**src/rtl/mmio_bridge_pkg.sv**
```systemverilog
// Types and constants shared by the Rx and Tx MMIO bridges: completion-tracking
// sideband, supported request encodings and the power-user request header layout.
package mmio_bridge_pkg;

  localparam int MAX_LEN_DW = 2;

  localparam logic [7:0] FMT_MRD32 = 8'h00;
  localparam logic [7:0] FMT_MRD64 = 8'h20;
  localparam logic [7:0] FMT_MWR32 = 8'h40;
  localparam logic [7:0] FMT_MWR64 = 8'h60;

  typedef enum logic [1:0] {
    IDLE  = 2'd0,
    ISSUE = 2'd1,
    DRAIN = 2'd2
  } rx_state_e;

  // Completion-tracking entry queued by the Tx bridge for every accepted read.
  typedef struct packed {
    logic [9:0]  tag;
    logic [13:0] length;
    logic [15:0] req_id;
    logic [23:0] low_addr;
  } ctt_t;

  // Header occupies tdata[255:0]; DW0 sits in the least significant 32 bits.
  typedef struct packed {
    logic [127:0] rsvd;
    logic [29:0]  host_addr_l;
    logic [1:0]   ph;
    logic [31:0]  host_addr_h;
    logic [15:0]  req_id;
    logic [7:0]   tag_l;
    logic [3:0]   last_dw_be;
    logic [3:0]   first_dw_be;
    logic [7:0]   fmt_type;
    logic         tag_h;
    logic [2:0]   tc;
    logic         tag_m;
    logic         attr_h;
    logic         ln;
    logic         th;
    logic         td;
    logic         ep;
    logic [1:0]   attr_l;
    logic [1:0]   at;
    logic [9:0]   length;
  } pu_req_hdr_t;

  function automatic logic is_4dw(input logic [7:0] fmt_type);
    return fmt_type[5];
  endfunction

  function automatic logic [13:0] dw_to_bytes(input logic [9:0] length_dw);
    return {2'b00, length_dw, 2'b00};
  endfunction

endpackage

```
**src/rtl/axis_rx_mmio_decode.sv**
```systemverilog
// Combinational decode of one power-user MMIO request header plus its first
// 64 payload bits into an AVMM command and the read completion-tracking entry.
module axis_rx_mmio_decode
  import mmio_bridge_pkg::*;
#(
  parameter int AVMM_ADDR_WIDTH = 20
) (
  input  logic [255:0]                hdr,
  input  logic [63:0]                 payload,
  output logic                        is_rd,
  output logic                        is_wr,
  output logic                        supported,
  output logic [AVMM_ADDR_WIDTH-1:0]  addr,
  output logic [7:0]                  byteenable,
  output logic [63:0]                 wdata,
  output ctt_t                        ctt
);

  pu_req_hdr_t h;
  logic [63:0] full_addr;
  logic        len_ok;
  logic        unused_hdr;

  assign h = pu_req_hdr_t'(hdr);

  always_comb begin
    full_addr = '0;
    if (is_4dw(h.fmt_type)) begin
      full_addr = {h.host_addr_h, h.host_addr_l, 2'b00};
    end else begin
      full_addr = {32'h0, h.host_addr_l, 2'b00};
    end

    is_rd = (h.fmt_type == FMT_MRD32) || (h.fmt_type == FMT_MRD64);
    is_wr = (h.fmt_type == FMT_MWR32) || (h.fmt_type == FMT_MWR64);

    // A 2DW access must fill one aligned 64-bit word; straddling two is dropped.
    len_ok = (h.length == 10'd1) ||
             ((h.length == 10'(MAX_LEN_DW)) && !full_addr[2]);
    supported = (is_rd || is_wr) && len_ok;

    addr = {full_addr[AVMM_ADDR_WIDTH-1:3], 3'b000};

    if (h.length == 10'd1) begin
      byteenable = full_addr[2] ? {h.first_dw_be, 4'h0} : {4'h0, h.first_dw_be};
    end else begin
      byteenable = {h.last_dw_be, h.first_dw_be};
    end

    wdata = full_addr[2] ? {payload[31:0], 32'h0} : payload;

    ctt.tag      = {h.tag_h, h.tag_m, h.tag_l};
    ctt.length   = dw_to_bytes(h.length);
    ctt.req_id   = h.req_id;
    ctt.low_addr = {17'b0, full_addr[6:0]};
  end

  assign unused_hdr = ^{h.rsvd, h.ph, h.tc, h.attr_h, h.ln, h.th, h.td, h.ep,
                        h.attr_l, h.at, full_addr[63:AVMM_ADDR_WIDTH],
                        full_addr[1:0]};

endmodule

```
**src/rtl/axis_rx_mmio_bridge.sv**
```systemverilog
// Rx MMIO bridge: single-beat request TLPs in, AVMM read/write commands out.
// Optional saturating drop counter enabled by defining AXIS_RX_MMIO_ERR_CNT_EN.
module axis_rx_mmio_bridge
  import mmio_bridge_pkg::*;
#(
  parameter int AVMM_ADDR_WIDTH    = 20,
  parameter int AVMM_DATA_WIDTH    = 64,
  parameter int MAX_OUTSTANDING_RD = 64
) (
  input  logic                        clk,
  input  logic                        rst_n,

  input  logic                        axis_rx_tvalid,
  output logic                        axis_rx_tready,
  input  logic [511:0]                axis_rx_tdata,
  input  logic                        axis_rx_tlast,

  output logic [AVMM_ADDR_WIDTH-1:0]  avmm_m2s_address,
  output logic                        avmm_m2s_read,
  output logic                        avmm_m2s_write,
  output logic [AVMM_DATA_WIDTH-1:0]  avmm_m2s_writedata,
  output logic [7:0]                  avmm_m2s_byteenable,
  input  logic                        avmm_s2m_waitrequest,
  input  logic                        avmm_s2m_readdatavalid,

  output logic                        tlp_rd_strb,
  output logic [9:0]                  tlp_rd_tag,
  output logic [13:0]                 tlp_rd_length,
  output logic [15:0]                 tlp_rd_req_id,
  output logic [23:0]                 tlp_rd_low_addr,

  output logic                        rx_error,
  output logic [15:0]                 rx_error_cnt,
  output logic [1:0]                  state_dbg
);

  // Handshakes: an AXI-S beat transfers on a rising edge where tvalid && tready;
  // tready is registered and never depends on tvalid. An AVMM command stays
  // stable until the rising edge on which waitrequest is low, where it completes.

  localparam int CNT_W = $clog2(MAX_OUTSTANDING_RD + 1);

  rx_state_e                   state;
  logic [CNT_W-1:0]            rd_cnt;
  logic [CNT_W-1:0]            rd_cnt_nxt;
  logic                        rd_accept;
  logic                        rdv_take;
  logic                        cnt_open;
  logic                        beat;

  logic                        dec_is_rd;
  logic                        dec_is_wr;
  logic                        dec_supported;
  logic [AVMM_ADDR_WIDTH-1:0]  dec_addr;
  logic [7:0]                  dec_be;
  logic [63:0]                 dec_wdata;
  ctt_t                        dec_ctt;
  ctt_t                        ctt_q;
  logic                        unused_tdata;

  axis_rx_mmio_decode #(
    .AVMM_ADDR_WIDTH (AVMM_ADDR_WIDTH)
  ) u_decode (
    .hdr        (axis_rx_tdata[255:0]),
    .payload    (axis_rx_tdata[319:256]),
    .is_rd      (dec_is_rd),
    .is_wr      (dec_is_wr),
    .supported  (dec_supported),
    .addr       (dec_addr),
    .byteenable (dec_be),
    .wdata      (dec_wdata),
    .ctt        (dec_ctt)
  );

  always_comb begin
    rd_accept  = avmm_m2s_read & ~avmm_s2m_waitrequest;
    rdv_take   = avmm_s2m_readdatavalid & (rd_cnt != '0);
    rd_cnt_nxt = rd_cnt + CNT_W'(rd_accept) - CNT_W'(rdv_take);
    // tready is registered, so the credit check looks at next cycle's count.
    cnt_open   = rd_cnt_nxt < CNT_W'(MAX_OUTSTANDING_RD);
    beat       = axis_rx_tvalid & axis_rx_tready;
  end

  always_ff @(posedge clk or negedge rst_n) begin
    if (!rst_n) begin
      rd_cnt <= '0;
    end else begin
      rd_cnt <= rd_cnt_nxt;
    end
  end

  always_ff @(posedge clk or negedge rst_n) begin
    if (!rst_n) begin
      state               <= IDLE;
      axis_rx_tready      <= 1'b0;
      avmm_m2s_read       <= 1'b0;
      avmm_m2s_write      <= 1'b0;
      avmm_m2s_address    <= '0;
      avmm_m2s_writedata  <= '0;
      avmm_m2s_byteenable <= '0;
      ctt_q               <= '0;
      rx_error            <= 1'b0;
    end else begin
      rx_error <= 1'b0;
      case (state)
        IDLE: begin
          axis_rx_tready <= cnt_open;
          if (beat) begin
            if (!axis_rx_tlast) begin
              state          <= DRAIN;
              axis_rx_tready <= 1'b1;
              rx_error       <= 1'b1;
            end else if (!dec_supported) begin
              rx_error <= 1'b1;
            end else begin
              state               <= ISSUE;
              axis_rx_tready      <= 1'b0;
              avmm_m2s_read       <= dec_is_rd;
              avmm_m2s_write      <= dec_is_wr;
              avmm_m2s_address    <= dec_addr;
              avmm_m2s_writedata  <= dec_wdata;
              avmm_m2s_byteenable <= dec_be;
              if (dec_is_rd) begin
                ctt_q <= dec_ctt;
              end
            end
          end
        end
        ISSUE: begin
          if (!avmm_s2m_waitrequest) begin
            state          <= IDLE;
            avmm_m2s_read  <= 1'b0;
            avmm_m2s_write <= 1'b0;
            axis_rx_tready <= cnt_open;
          end
        end
        DRAIN: begin
          if (beat && axis_rx_tlast) begin
            state          <= IDLE;
            axis_rx_tready <= cnt_open;
          end
        end
        default: begin
          state          <= IDLE;
          axis_rx_tready <= 1'b0;
        end
      endcase
    end
  end

  // The sideband must line up with the accepting cycle, so the strobe is not registered.
  assign tlp_rd_strb     = rd_accept;
  assign tlp_rd_tag      = ctt_q.tag;
  assign tlp_rd_length   = ctt_q.length;
  assign tlp_rd_req_id   = ctt_q.req_id;
  assign tlp_rd_low_addr = ctt_q.low_addr;
  assign state_dbg       = state;

`ifdef AXIS_RX_MMIO_ERR_CNT_EN
  logic [15:0] err_cnt_q;

  always_ff @(posedge clk or negedge rst_n) begin
    if (!rst_n) begin
      err_cnt_q <= '0;
    end else if (rx_error && (err_cnt_q != 16'hFFFF)) begin
      err_cnt_q <= err_cnt_q + 16'd1;
    end
  end

  assign rx_error_cnt = err_cnt_q;
`else
  assign rx_error_cnt = 16'h0000;
`endif

  assign unused_tdata = ^axis_rx_tdata[511:320];

endmodule
```
**config.mk**
```make
export PLATFORM = sky130hd
export DESIGN_NAME = axis_rx_mmio_bridge
export DESIGN_NICKNAME = d
export VERILOG_FILES = /design/src/rtl/mmio_bridge_pkg.sv /design/src/rtl/axis_rx_mmio_decode.sv /design/src/rtl/axis_rx_mmio_bridge.sv
export SDC_FILE = /design/constraint.sdc
export NUM_CORES = 1
export LEC_CHECK = 0
export ABC_CLOCK_PERIOD_IN_PS = 2650
export CELL_PAD_IN_SITES_DETAIL_PLACEMENT = 1
export CELL_PAD_IN_SITES_GLOBAL_PLACEMENT = 2
export CORE_AREA = 4 4 272 274
export CTS_CLUSTER_DIAMETER = 150
export CTS_CLUSTER_SIZE = 16
export DETAILED_ROUTE_END_ITERATION = 8
export DIE_AREA = 0 0 276 278
export PLACE_DENSITY = 0.58
export SLEW_MARGIN = 20
export SYNTH_ARGS = -nofsm -noshare
export SYNTH_HDL_FRONTEND = slang
export SYNTH_SLANG_ARGS = --single-unit
```
**constraint.sdc**
```tcl
create_clock -name clk -period 2.65 [get_ports clk]
set_clock_uncertainty 0.05 [all_clocks]
set_input_delay 0.795 -clock clk [delete_from_list [all_inputs] [get_ports clk]]
set_output_delay 0.795 -clock clk [all_outputs]
set_load 0.1 [all_outputs]
```
==> flow_summary.toml, run 1 <==
[critical_path]
critPathMaxStageDelay_ns = 0.44
cpMaxStageDelayCell = "clkdlybuf4s50_1"
crit_arrival_ns = 3.18
cp_num_buf_inv = 2
crit_path_max_fanout = 2
cp-end-kind = "flop"
worst_setup_path_start_kind = "input pin"
critPathTopFamily = "compound AO/OA/AOI/OAI gates"
path_class = "input pin to flop"
r2r_start = "rd_cnt[4]"
required_ns = 2.94
crit_path_start = "avmm_s2m_readdatavalid"
crit_chain = "clkdlybuf4s50_1, a21boi_1, ha_1, inv_2, ha_4, fa_2, a211o_1, a31oi_1, o21bai_1, xnor2_1, a211oi_2"

[run_status]
violations = "negative setup slack"
status = "complete, but fails checks"

[layout]
nNetsFinal = 1463
final_cells = 1894
syn_to_final_growth_pct = 70.1
antenna_cells = 0
layout-drive-gt1-share = 0.294
stdcell_area_um2 = 11000

[global_route]
grt_max_degree = 54
grt_pass1_vias = 6152
antenna_found_initial = 0
grt-ovfl-total = 0
grt_pass1_wl_um = 38900
grt_usage = 0.0676

[clocking]
cts-root-buf = "clkbuf_16"
clk_pin_slew_worst_paths_ns = 0.07
worstSkewPairLatency_ns = 0.47
hold_buffers = 0
cts_num_sinks = 143
cts_buffers = 17
cts_tree = "built"
htree_levels = 4
cts_buffer_depth = 2

[die]
initial_core_util = 0.0906
row_count = 98
core_um2 = 71400
dieArea_um2 = 76700
die_h_um = 278
die-width_um = 276
ioPinCount = 697

[routing]
drc = 0
ant_nets = 0
wl_per_cell_um = 13.5
wirelength_um = 25600
drt_iter0_drc = 201
via_count = 5498
viasPerCell = 2.90
firstDrtPassIters = 4

[synth]
synth_edf_count = 0
synthCells = 612
synth_ff_type = "dfrtp_1"
ys_seq_area_frac = 0.553
synth_area_um2 = 6470
yosysUniqueCellTypes = 47
syn_area_per_cell_um2 = 10.6
ys.warnings.count = 0
ys_ff_latch = 143
async_flop_share = 1.00

[placed_design]
io_buffers = 275
pre_cts_ws_ns = -0.744
place_inst = 1857
gp_congestion = 0.695
postPlaceCellArea_um2 = 10300
hpwl_um = 19300

[timing]
setup_viol = 3
setup_slack_ns = -0.235
slew_headroom = 0.565
fin_setup_tns_ns = -0.439
final-hold-violation-count = 0
fmax_ghz = 0.347
rsz0062_at_grt = "true"
post-route-period-util = 1.09
final.min_clock_period_ns = 2.89
slew_viol_final = 0
tightest_slew_ns = 0.653

[pwr]
swShare = 0.324
total_power_mw = 6.83
p_leak_nw = 5.13
ir_drop_mv = 0.365
power.density_nw_per_um2 = 620
intPower_mw = 4.62
p_switching_mw = 2.21
seq_power_share = 0.343
clockPowerShare = 0.393
power_frac_comb = 0.264

[flow_run]
drv_cap = 0

[hold_path]
min_path_type = "input pin to asynchronous set/reset pin"
==> per-layer routing <==
layer / wire length [µm] / global-route usage / up-vias
met3: 2290 / 0.0351 / 21
li1: - / - / 2596
met2: 11500 / 0.105 / 225
met1: 11300 / 0.0792 / 2656
met5: 0 / 0 / -
met4: 439 / 0.0251 / 0
==> layout by cell type (no fill, tap or decap), types with 5 or more instances in the layout <==
| master | Yosys | layout |
|---|---|---|
| buf_4 | 42 | 180 |
| nand2_1 | 157 | 157 |
| dfrtp_1 | 143 | 142 |
| clkdlybuf4s50_1 | 0 | 136 |
| o21ai_0 | 65 | 65 |
| conb_1 | 1 | 42 |
| mux2_2 | 33 | 33 |
| mux2i_1 | 33 | 33 |
| clkbuf_16 | 0 | 17 |
| nor2_1 | 14 | 13 |
| ha_1 | 13 | 11 |
| buf_12 | 0 | 11 |
| inv_1 | 12 | 9 |
| nor2b_1 | 9 | 9 |
| a21oi_1 | 10 | 8 |
| o21ai_1 | 5 | 5 |
| a22o_1 | 5 | 5 |
==> power by group through the flow <==
stage,sequential [mW],clock [mW],combinational [mW]
5_1_grt,2.36,2.92,1.95
3_5_place_dp,2.37,0,1.66
4_1_cts,2.34,2.85,1.74
6_report,2.34,2.68,1.80
2_1_floorplan,2.50,0,0.890
3_3_place_gp,2.37,0,1.62
==> through the flow <==
| stage | util | hold WS [ns] |
|---|---|---|
| floorplan | - | 0.449 |
| global placement | 0.144 | 0.409 |
| detailed placement | 0.144 | 0.413 |
| CTS | 0.154 | 0.256 |
| global route | 0.154 | 0.280 |
| finish | 0.154 | 0.268 |
==> state kept, by name (all words and copies together) (netlist names) <==
| register | flops |
|---|---|
| tlp_rd_req_id | 16 |
| rd_cnt | 7 |
| tlp_rd_tag | 10 |
| tlp_rd_length | 10 |
| axis_rx_tready | 1 |
| state_dbg | 2 |
| avmm_m2s_address | 17 |
| tlp_rd_low_addr | 5 |
| rx_error | 1 |
| avmm_m2s_read | 1 |
| avmm_m2s_write | 1 |
| avmm_m2s_byteenable | 8 |
| avmm_m2s_writedata | 64 |
==> cell type report <==
class                           instances  area, µm²
Clock inverter                         13        186
Clock buffer                           19        433
Tap cell                              950       1190
Timing Repair Buffer                  331       2970
Sequential cell                       143       3580
Multi-Input combinational cell        426       2600
Inverter                               12       45.0
Fill cell                            8346      60400
==> synthesized netlist by cell type, types with 2 or more instances <==
master / count / area, µm²
buf_2: 12 / 60.1
nor2b_1: 9 / 56.3
dfrtp_1: 143 / 3580
nor4_4: 4 / 85.1
nor2_1: 14 / 52.6
o21bai_1: 2 / 15.0
clkbuf_1: 14 / 52.6
mux2i_1: 33 / 330
ha_1: 13 / 163
a31oi_1: 2 / 12.5
nand2_1: 157 / 589
inv_1: 12 / 45.0
a21oi_1: 10 / 50.1
nand3_1: 4 / 20.0
buf_4: 42 / 315
o21ai_1: 5 / 25.0
buf_6: 3 / 33.8
mux2_2: 33 / 372
a22o_1: 5 / 43.8
o21ai_0: 65 / 325
xor2_1: 4 / 35.0
==> kinds of logic after synthesis <==
group | count (synthesis) | share of synthesized area
simple gates | 198 | 0.135
xor+xnor | 5 | 0.00677
other cells | 1 | 0.000580
compound gates | 101 | 0.0882
buf+inv | 84 | 0.0789
flops | 143 | 0.553
fa+ha+maj | 14 | 0.0282
mux | 66 | 0.109
==> path summary, 6_finish.rpt <==
check                                         end  slack (ns)  depth (start not counted)
hold reg to reg               avmm_m2s_address[7]        0.43                          2
setup / recovery                   axis_rx_tready       -0.24                         11
setup reg to reg                   axis_rx_tready       -0.18                         13
hold / removal             avmm_m2s_writedata[50]        0.27                          1
min in group clk              avmm_m2s_address[7]        0.43                          2
max in group asynchronous     avmm_m2s_address[8]        1.67                          2
==> what timing repair did <==
item                                    4_1_cts  5_1_grt
cloned                                        0        0
resized for setup                             7        7
endpoints found under the setup margin        2        4
setup buffers                                 4        3
pin swaps                                     8       11
Power figures use the tool's default switching activity.
==> inputs of run 2 (changes only) <==
--- a/config.mk
+++ b/config.mk
@@ -7,13 +7,13 @@
 export LEC_CHECK = 0
 export ABC_CLOCK_PERIOD_IN_PS = 2650
 export CELL_PAD_IN_SITES_DETAIL_PLACEMENT = 1
-export CELL_PAD_IN_SITES_GLOBAL_PLACEMENT = 2
-export CORE_AREA = 4 4 272 274
+export CELL_PAD_IN_SITES_GLOBAL_PLACEMENT = 1
+export CORE_AREA = 4 4 268 270
 export CTS_CLUSTER_DIAMETER = 150
 export CTS_CLUSTER_SIZE = 16
 export DETAILED_ROUTE_END_ITERATION = 8
-export DIE_AREA = 0 0 276 278
-export PLACE_DENSITY = 0.58
+export DIE_AREA = 0 0 272 274
+export PLACE_DENSITY = 0.48
 export SLEW_MARGIN = 20
 export SYNTH_ARGS = -nofsm -noshare
 export SYNTH_HDL_FRONTEND = slang
==> run 2 against run 1 <==
  * The run still ends with negative setup slack left
  * First-iteration DRC count grew 4.0%
  * Die area shrank 2.9%
  * Sequential share of layout area grew 0.37 points
  * Fmax increased by 3.2%
  * Setup slack gained 0.089 ns
  * Sequential power barely moved
  * Global-route usage barely moved
  * Sequential cell count unchanged
  * Critical endpoint unchanged
==> flow_summary.toml, run 2 (same netlist as run 1, synthesis figures left out) <==
[die]
row_count = 97
die_h_um = 274
dieArea_um2 = 74500
die-width_um = 272
initial_core_util = 0.0930
core_um2 = 69500
ioPinCount = 697

[global_route]
grt_max_degree = 55
grt_usage = 0.0672
grt_pass1_vias = 5818
grt-ovfl-total = 0
antenna_found_initial = 3
grt_pass1_wl_um = 37100

[critical_path]
crit_arrival_ns = 3.09
cp-end-kind = "flop"
r2r_start = "rd_cnt[4]"
endpoint = "axis_rx_tready"
reg2reg_slack_ns = -0.12
crit_path_start = "avmm_s2m_readdatavalid"
r2r_end = "axis_rx_tready"
path_class = "input pin to flop"
required_ns = 2.94
worst_setup_path_start_kind = "input pin"
crit_path_max_fanout = 2
reg2regPathDepth = 13

[timing]
post-route-period-util = 1.06
final-hold-violation-count = 0
fmax_ghz = 0.358
tightest_slew_ns = 0.503
setup_viol = 2
slew_viol_final = 0
timing.hold.ws_ns = 0.192
slew_headroom = 0.665
setup_slack_ns = -0.146
final.min_clock_period_ns = 2.80
rsz0062_at_grt = "true"

[placed_design]
gp_congestion = 0.725
io_buffers = 275
hpwl_um = 18800
pre_cts_ws_ns = -0.643

[layout]
layout-drive-gt1-share = 0.290
top_register = "avmm_m2s_writedata"
final_cell_mix = "buf_4, nand2_1, dfrtp_1, clkdlybuf4s50_1, o21ai_0"
nNetsFinal = 1458
largest_register_ffs = 64
num-fill-cells = 8099
syn_to_final_growth_pct = 68.2
final_util = 0.156
layout_commonest_cell = "buf_4"

[pwr]
p_leak_nw = 5.07
ir_drop_mv = 0.347
total_power_mw = 6.62
power.density_nw_per_um2 = 609

[run_status]
violations = "negative setup slack"
status = "complete, but fails checks"

[clocking]
worstSkewPairLatency_ns = 0.47
cts_buffer_depth = 2
cts_tree = "built"
cts_buffers = 17
cts-root-buf = "clkbuf_16"
cts_num_sinks = 143
htree_levels = 4
hold_buffers = 0
clk_pin_slew_worst_paths_ns = 0.07

[routing]
firstDrtPassIters = 4
drt_iter0_drc = 209
drc = 0
ant_nets = 0
wl_per_cell_um = 13.3
wirelength_um = 25000
via_count = 5480
viasPerCell = 2.91

[hold_path]
min_path_type = "input pin to asynchronous set/reset pin"

[flow_run]
drv_cap = 0
run 2: worst min path at each step:
stage,from,to,slack [ns],depth (start not counted)
2_1_floorplan,rst_n,avmm_m2s_address[10],0.45,0
3_3_place_gp,avmm_m2s_address[3],avmm_m2s_address[3],0.41,2
3_5_place_dp,avmm_m2s_address[4],avmm_m2s_address[4],0.41,2
4_1_cts,rst_n,tlp_rd_length[6],0.18,1
5_1_grt,rst_n,tlp_rd_length[8],0.19,1
6_report,rst_n,tlp_rd_length[8],0.19,1
run 2: power by group:
part,switching [mW],internal (mW)
clock,1.09,1.47
sequential,0.0672,2.27
combinational,0.989,0.738
total,2.14,4.48
run 2: through the flow:
stage	cells	TNS, ns	instance area [µm²]
global placement	1842	-39.97	10200
detailed placement	1842	-42.43	10200
CTS	1874	-0.305	10800
floorplan	653	-0.0696	6640
finish	1880	-0.157	10900
global route	1878	-0.499	10900
run 2: layout make-up:
type | instances | area [µm²] | area share
Multi-Input combinational cell | 426 | 2590 | 0.238
Timing Repair Buffer | 326 | 2890 | 0.266
Clock buffer | 21 | 480 | 0.0442
Sequential cell | 143 | 3580 | 0.329
Antenna cell | 2 | 5.00 | 0.000460
Tap cell | 940 | 1180 | 0.108
Clock inverter | 10 | 111 | 0.0102
Inverter | 12 | 45.0 | 0.00414
run 2: routing by layer:
metal / vias up / track usage / share of wire / routed length [µm]
li1: 2591 / - / - / -
met1: 2674 / 0.0834 / 0.44 / 11000
met2: 192 / 0.0994 / 0.45 / 11200
met3: 21 / 0.0374 / 0.098 / 2460
met4: 2 / 0.0201 / 0.013 / 320
met5: - / 0 / 0.00048 / 12
run 2: worst max-delay path, cell delays in order:
cell and delay [ns]:
clkdlybuf4s50_1 0.42, a21boi_1 0.14, ha_1 0.29, inv_2 0.04, ha_4 0.15, fa_2 0.33
a211o_1 0.29, a31oi_1 0.18, o21bai_1 0.10, xnor2_1 0.24, a211oi_2 0.11
run 2: timing repair:
| item | CTS | global route |
|---|---|---|
| setup endpoints to repair | 2 | 2 |
| buffers inserted | 1 | 4 |
| gates resized for setup | 7 | 3 |
| gates cloned | 0 | 0 |
| pin swaps | 9 | 6 |
